### src/rtl/cal_sig_gen.sv
// rtl/cal_sig_gen.sv - programmable periodic calibration pulse generator with double-buffered config
module cal_sig_gen #(
    parameter int CNT_WIDTH  = 32,
    parameter int MIN_PERIOD = 4
) (
    input  logic                 clk_i,
    input  logic                 arstn_i,
    input  logic [CNT_WIDTH-1:0] period_i,
    input  logic [CNT_WIDTH-1:0] high_i,
    input  logic                 load_i,
    input  logic                 start_i,
    input  logic                 stop_i,
    output logic                 sig_o,
    output logic                 run_det_o,
    output logic                 busy_o,
    output logic                 err_o,
    output logic [CNT_WIDTH-1:0] edge_cnt_o
);

    typedef enum logic [1:0] {IDLE, RUN, DRAIN} state_t;

    localparam logic [CNT_WIDTH-1:0] ONE   = CNT_WIDTH'(1);
    localparam logic [CNT_WIDTH-1:0] MIN_P = CNT_WIDTH'(MIN_PERIOD);

    state_t               state;
    logic [CNT_WIDTH-1:0] act_period;
    logic [CNT_WIDTH-1:0] act_high;
    logic                 act_valid;
    logic [CNT_WIDTH-1:0] sh_period;
    logic [CNT_WIDTH-1:0] sh_high;
    logic                 pend;
    logic [CNT_WIDTH-1:0] ph;

    logic                 load_ok;
    logic                 wrap;
    logic [CNT_WIDTH-1:0] ph_next;
    logic [CNT_WIDTH-1:0] nxt_high;

    always_comb begin
        load_ok  = (period_i >= MIN_P) && (high_i != '0) && (high_i < period_i);
        wrap     = (ph == act_period - ONE);
        ph_next  = wrap ? '0 : ph + ONE;
        // the shadow high time governs the period that begins right after a wrap
        nxt_high = (wrap && pend) ? sh_high : act_high;
    end

    always_ff @(posedge clk_i or negedge arstn_i) begin
        if (!arstn_i) begin
            state      <= IDLE;
            act_period <= '0;
            act_high   <= '0;
            act_valid  <= 1'b0;
            sh_period  <= '0;
            sh_high    <= '0;
            pend       <= 1'b0;
            ph         <= '0;
            sig_o      <= 1'b0;
            run_det_o  <= 1'b0;
            busy_o     <= 1'b0;
            err_o      <= 1'b0;
            edge_cnt_o <= '0;
        end else begin
            case (state)
                IDLE: begin
                    if (start_i && act_valid && !stop_i) begin
                        state      <= RUN;
                        ph         <= '0;
                        sig_o      <= 1'b1;
                        edge_cnt_o <= ONE;
                        run_det_o  <= 1'b1;
                        busy_o     <= 1'b1;
                    end
                end
                RUN, DRAIN: begin
                    ph <= ph_next;
                    if (wrap && pend) begin
                        act_period <= sh_period;
                        act_high   <= sh_high;
                        pend       <= 1'b0;
                    end
                    if (state == DRAIN && wrap) begin
                        state     <= IDLE;
                        sig_o     <= 1'b0;
                        run_det_o <= 1'b0;
                        busy_o    <= 1'b0;
                    end else begin
                        sig_o <= (ph_next < nxt_high);
                        if (wrap) edge_cnt_o <= edge_cnt_o + ONE;
                        if (state == RUN && stop_i) state <= DRAIN;
                    end
                end
                default: state <= IDLE;
            endcase

            // a load coinciding with a wrap lands in the shadow after the wrap has consumed it
            if (load_i) begin
                if (!load_ok) begin
                    err_o <= 1'b1;
                end else begin
                    err_o <= 1'b0;
                    if (state == IDLE) begin
                        act_period <= period_i;
                        act_high   <= high_i;
                        act_valid  <= 1'b1;
                    end else begin
                        sh_period <= period_i;
                        sh_high   <= high_i;
                        pend      <= 1'b1;
                    end
                end
            end
        end
    end

endmodule
### config.mk
export PLATFORM = sky130hd
export DESIGN_NAME = cal_sig_gen
export DESIGN_NICKNAME = d
export VERILOG_FILES = /design/src/rtl/cal_sig_gen.sv
export SDC_FILE = /design/constraint.sdc
export NUM_CORES = 1
export LEC_CHECK = 0
export ABC_AREA = 1
export BUFFER_PORTS_ARGS = -buffer_cell sky130_fd_sc_hd__buf_4
export CELL_PAD_IN_SITES_DETAIL_PLACEMENT = 1
export CELL_PAD_IN_SITES_GLOBAL_PLACEMENT = 2
export CORE_UTILIZATION = 39
export CTS_BUF_LIST = sky130_fd_sc_hd__clkbuf_8
export DETAILED_ROUTE_END_ITERATION = 12
export GPL_TIMING_DRIVEN = 0
export PLACE_DENSITY = 0.95
export SYNTH_ARGS = -nofsm -noshare
export SYNTH_HDL_FRONTEND = slang
export SYNTH_SLANG_ARGS = --single-unit
### constraint.sdc
create_clock -name clk_i -period 9.8 [get_ports clk_i]
set_input_delay 1.47 -clock clk_i [delete_from_list [all_inputs] [get_ports clk_i]]
set_output_delay 1.47 -clock clk_i [all_outputs]
set_load 0.02 [all_outputs]
### Word-level counts from Yosys, hierarchy flattened

Index checks and enable logic that the tools add are counted.

| word-level totals | value |
|---|---|
| register bits | 199 |
| input port bits | 69 |
| output and inout port bits | 36 |

| cells by class | value |
|---|---|
| $add $sub $neg | 3 |
| magnitude comparators | 3 |
| eq/ne operators | 8 |
| mux-type cells | 32 |
| bitwise logic cells | 1 |
| reduce and logical (&&, ||, !) cells | 18 |

Operators with widths:

| operator | count |
|---|---|
| 32-bit two-way mux | 15 |
| 32-bit one-hot mux with 2 select lines | 2 |
| 32-bit by 1-bit adder with 32-bit output, second input constant | 2 |
| 32-bit less-than comparator | 2 |
| 32-bit equality test | 1 |
| 32-bit by 3-bit greater-or-equal comparator with 1-bit output, second input constant | 1 |
| 32-bit nonzero test | 1 |
| 32-bit by 1-bit subtractor with 32-bit output, second input constant | 1 |
| 1-bit two-way mux | 9 |
| 3-bit AND reduction | 3 |
| 2-bit != test, second input constant | 4 |
| 1-bit logical AND | 7 |
| 2-bit two-way mux | 3 |
| 1-bit one-hot mux with 2 select lines | 2 |
| 2-bit one-hot mux with 2 select lines | 1 |
| 2-bit AND reduction | 2 |
| 4-bit AND reduction | 1 |
| 3-bit != test, second input constant | 1 |
| 2-bit by 1-bit equality test with 1-bit output, second input constant | 1 |
| 2-bit equality test, second input constant | 1 |
| 2-bit zero test | 1 |
| 2-bit nonzero test | 1 |
| 2-bit OR reduction | 1 |
| 1-bit zero test | 1 |
| 1-bit NOT | 1 |

### Logic depth before layout (Yosys ltp)

| logic depth | value |
|---|---|
| depth after elaboration | 8 |
| gate-level depth with buffers | 32 |

### Worst setup path after synthesis

No wires, ideal clock.

| timing path | value |
|---|---|
| path kind | input -> register |
| from | input period_i[1] |
| to | register act_period[14] |
| setup time | 82 ps |
| arrival | 3414 ps |
| slack | 6304 ps |
| stages | 17 |
| cells stage by stage | inv_1 -> ha_1 -> a21boi_0 -> o211ai_1 -> nand2_1 -> nand4_1 -> o211ai_1 -> a21oi_1 -> o21ai_0 -> nand3_1 -> nand4_1 -> nor2_1 -> nand2_1 -> clkbuf_1 -> clkbuf_1 -> nor2_1 -> a31oi_1 |

| on the way | value |
|---|---|
| longest elaborated chain between the ends | 5 |

RTL lines:

| what | RTL line | source |
|---|---|---|
| start, declared | 8 | `input logic [CNT_WIDTH-1:0] period_i,` |
| 32-bit by 3-bit greater-or-equal comparator with 1-bit output | 40 | `load_ok = (period_i >= MIN_P) && (high_i != '0) && (high_i < period_i);` |
| 1-bit logical AND | 40 |  |
| 1-bit logical AND * | 40 |  |
| 32-bit two-way mux * | 97 | `if (!load_ok) begin` |
| 32-bit two-way mux * | 96 | `if (load_i) begin` |
| end signal, assigned | 77 | `act_period <= sh_period;` |
| end signal, assigned | 102 | `act_period <= period_i;` |
| end, declared | 26 | `logic [CNT_WIDTH-1:0] act_period;` |

Every way passes the cells marked *; elsewhere a longest branch is shown, timed or not.
A chain may end at the register's enable or synchronous reset.

### Final worst setup path

| timing path | value |
|---|---|
| from | register act_period[0] |
| to | register sig_o |

| on the way | value |
|---|---|
| longest elaborated chain between the ends | 7 |

RTL lines:

| what | RTL line | source |
|---|---|---|
| 32-bit by 1-bit subtractor with 32-bit output * | 41 | `wrap = (ph == act_period - ONE);` |
| 32-bit equality test * | 41 |  |
| 1-bit logical AND | 44 | `nxt_high = (wrap && pend) ? sh_high : act_high;` |
| 32-bit two-way mux | 44 |  |
| 32-bit less-than comparator | 87 | `sig_o <= (ph_next < nxt_high);` |
| 1-bit two-way mux * | 81 | `if (state == DRAIN && wrap) begin` |
| 1-bit one-hot mux with 2 select lines * | 63 | `case (state)` |
| end signal, assigned | 87 |  |
| end, declared | 13 | `output logic sig_o,` |

Marked as above.

==> results_dict.tcl <==
set metrics [dict create \
    setup-violations-final 0 \
    ys_seq_elements 199 \
    rows 67 \
    p_total_mw 3.42 \
    input_output_buffers 104 \
    dpl.hpwl_mm 39.3 \
    yosys.cell_count.top_type "nand2_1" \
    postCtsSetupBuffers 0 \
    slowest_stage "nand4_1" \
    synth-edff-count 0 \
    post_synth_xor_area_fraction_pct 4.32 \
    synth-compound-area-share_pct 14.2 \
    ys_dominant_reg_cell "dfrtp_1" \
    cts_inserted_buffers 17 \
    hold_violations 0 \
    cp.required_ns 10.23 \
    antenna_violations_before_repair 0 \
    cts_resized 0 \
    clock-skew-final_ns 0.0173 \
    yosys-mux-area-fraction_pct 0.0738 \
    achievable-frequency_mhz 200 \
    max_cap_viol_count 0 \
    placeableCoreArea_sq_um 33900 \
    p_leak_nw 7.12 \
    drtIter0Drc 799 \
    worst-path-buf-inv 4 \
    antenna_cells_inserted 0 \
    synth-seq-area-share_pct 36.7 \
    worst_path_dominant_cell_family "simple AND/OR/NAND/NOR gates" \
    clkLatencyLatePin_ns 0.53 \
    cts-htree-levels 4 \
    timing_max_transition_violations_final 0 \
    slew_headroom_pct 46.7 \
    rsz0062_at_grt "false" \
    via_count 13500 \
    netlist_instances 1911 \
    crit_path_cell_trace "inv_1, ha_1, nand2_4, nor2_4, nand2_2, xor2_1, inv_1, nor2_1, nand4_1, nor4_1, nand4_1, clkbuf_1, a21oi_1, ha_1, inv_1, nor3_1, nand4_1, nor4_1, nand2_1, nand2_1, nand2_1" \
    synthesis.area_per_instance_sq_um 7.10 \
    worstSetupStartpointType "flop" \
    netlist-cell-type-count 50 \
    drt.antenna.violating_nets 0 \
    outcome "complete, no violations" \
    power.density_cell_area_nw_per_um2 222 \
    synth.net_count 2049 \
    cp_max_fo 10 \
    grt_start_max_net_pins 76 \
    post_synth_fa_ha_maj_area_fraction_pct 6.37 \
    cts_buffer_depth 2 \
    cts-root-buf "clkbuf_8" \
    cts_tree "done" \
    finish.utilization_pct 45.4 \
    fraction_of_synthesized_cell_area_taken_by_the_top_area_cell_type_pct 36.7 \
    start_util_pct 40.0 \
    grt_util_all_layers_pct 27.8 \
    filler_cell_count 4413 \
    drc_errors 0 \
    gp_congestion 0.919 \
    layout.nets 2174 \
    yosys.area_share.simple_pct 29.6 \
    final_layout_size_suffix_gt1_share_pct 9.37 \
    leading_area_contributor_after_synthesis "dfrtp_1" \
    timing.final.crit_share_pct 51.1 \
    setup_slack_ns 4.80 \
    drt_pre_antenna_iters 6 \
    worst_path_arrival_ns 5.43 \
    synth_top_family_by_area "simple AND/OR/NAND/NOR gates" \
    post_layout_nonfiller_instances 2497 \
    crit_path_max_incr_delay_ns 0.61 \
    netlist_top_cells_count "512 x nand2_1, 230 x inv_1, 208 x nor2_1" \
    design.die.area_sq_um 35500 \
    worst_setup_path_end_kind "flop" \
    clkSlewWorstSetupHoldPaths_ns 0.12 \
    synth-warning-count 0 \
    hold_path_class "reg2reg" \
    worst_slew_pin_slew_ns 0.799 \
    post_synth_main_area_contributors "dfrtp_1 37%, nand2_1 14%, ha_1 6.4%" \
    postSynth.asyncResetShare_pct 100 \
    chipWidth_um 188 \
    avgRoutedWirePerCell_um 19.3 \
    summed_negative_setup_slack_over_all_endpoints_ns 0 \
    postRouteWirelength_mm 48.2 \
    dp.cells 2465 \
    io_pins 105 \
    chipHeight_um 188 \
    worst_ir_drop_vdd_uv 97.3 \
    cts_hold_buffers 0 \
    grt_remaining_overflow 0 \
    syn_std_cell_area_sq_um 13600 \
    cts.sink_count 199 \
    min_period_ns 5.00 \
    syn2layout_area_growth_pct 13.4 \
    place_worst_setup_slack_ns 4.77 \
    first_global_vias 14000 \
    critical_path_class "reg2reg" \
    grt_first_pass_wirelength_mm 76.4 \
    detail_route.vias_per_cell 5.40 \
]
-- cell type report --
cell class / instances / area [sq um] / share of cell area, %
Clock inverter: 14 / 163 / 1.06
Buffer: 62 / 280 / 1.82
Sequential cell: 199 / 4980 / 32.4
Tap cell: 448 / 561 / 3.65
Timing Repair Buffer: 106 / 843 / 5.48
Inverter: 240 / 901 / 5.86
Clock buffer: 18 / 248 / 1.61
Multi-Input combinational cell: 1410 / 7400 / 48.1
-- where the power goes --
part	switching [mW]	internal, mW	leakage [nW]	total [mW]
combinational	1.05	0.482	4.40	1.53
sequential	0.227	1.08	2.52	1.31
clock	0.338	0.240	0.207	0.579
total	1.61	1.80	7.12	3.42
-- routing by layer --
metal / wire, um / GRT usage, % / vias to the layer above
li1: - / - / 6514
met2: 22600 / 46.4 / 286
met4: 1290 / 9.06 / 0
met3: 1970 / 3.59 / 64
met1: 22400 / 37.2 / 6626
met5: 0 / 0 / -
-- final timing paths --
check / from / to / slack (ns) / cells after the start
max: act_period[0] / sig_o / 4.80 / 21
min: act_valid / act_valid / 0.50 / 2
max reg2reg: act_period[0] / sig_o / 4.80 / 21
min reg2reg: act_valid / act_valid / 0.50 / 2
max in group asynchronous: arstn_i / sh_high[10] / 7.81 / 3
min in group asynchronous: arstn_i / ph[26] / 0.86 / 1
-- registers in the layout (all words and copies together), names as in the netlist --
signal      cells
sh_high        32
sig_o           1
edge_cnt_o     32
pend            1
state           2
err_o           1
busy_o          1
act_period     32
ph             32
act_valid       1
sh_period      32
act_high       32
-- through the flow --
step | hold slack, ns | instance area, sq um
3_3_place_gp | 0.455 | 14900
4_1_cts | 0.499 | 15400
5_1_grt | 0.512 | 15400
3_5_place_dp | 0.474 | 15000
2_1_floorplan | 0.436 | 13600
6_report | 0.495 | 15400
-- cells in the final DEF (no fill, tap or decap), types with 6 or more instances in the layout --
master,count
nand3_1,44
o21a_1,20
nand3b_1,6
a21oi_1,56
nor2_2,7
nor3_1,45
a31oi_1,27
nand4_1,44
o22ai_1,17
o21ai_0,169
inv_1,230
dfrtp_1,199
nor2_4,6
xnor2_1,13
ha_1,69
a211oi_1,8
buf_4,104
clkbuf_8,18
nor4_1,33
inv_2,8
o31ai_1,16
clkbuf_1,46
o21ai_1,17
nand2_1,512
nand2_2,10
xor2_1,52
nor2_1,208
-- logic make-up (layout without fill, tap and decap cells) --
kind of cell | after synthesis | after routing
AOI/OAI and AO/OA | 343 | 343
xor gates and xnor gates | 66 | 66
adders and majority gates | 69 | 69
buffers and inverters | 302 | 440
DFF | 199 | 199
muxes | 1 | 1
and+or+nand+nor | 931 | 931
-- worst min-delay path, delay by kind of cell (launching register included) --
family                 cells  cell delay [ns]
AND/OR/NAND/NOR            1             0.05
flip-flops                 1             0.37
buffers and inverters      1             0.04
Note: power is estimated with default switching activity, not from simulation.
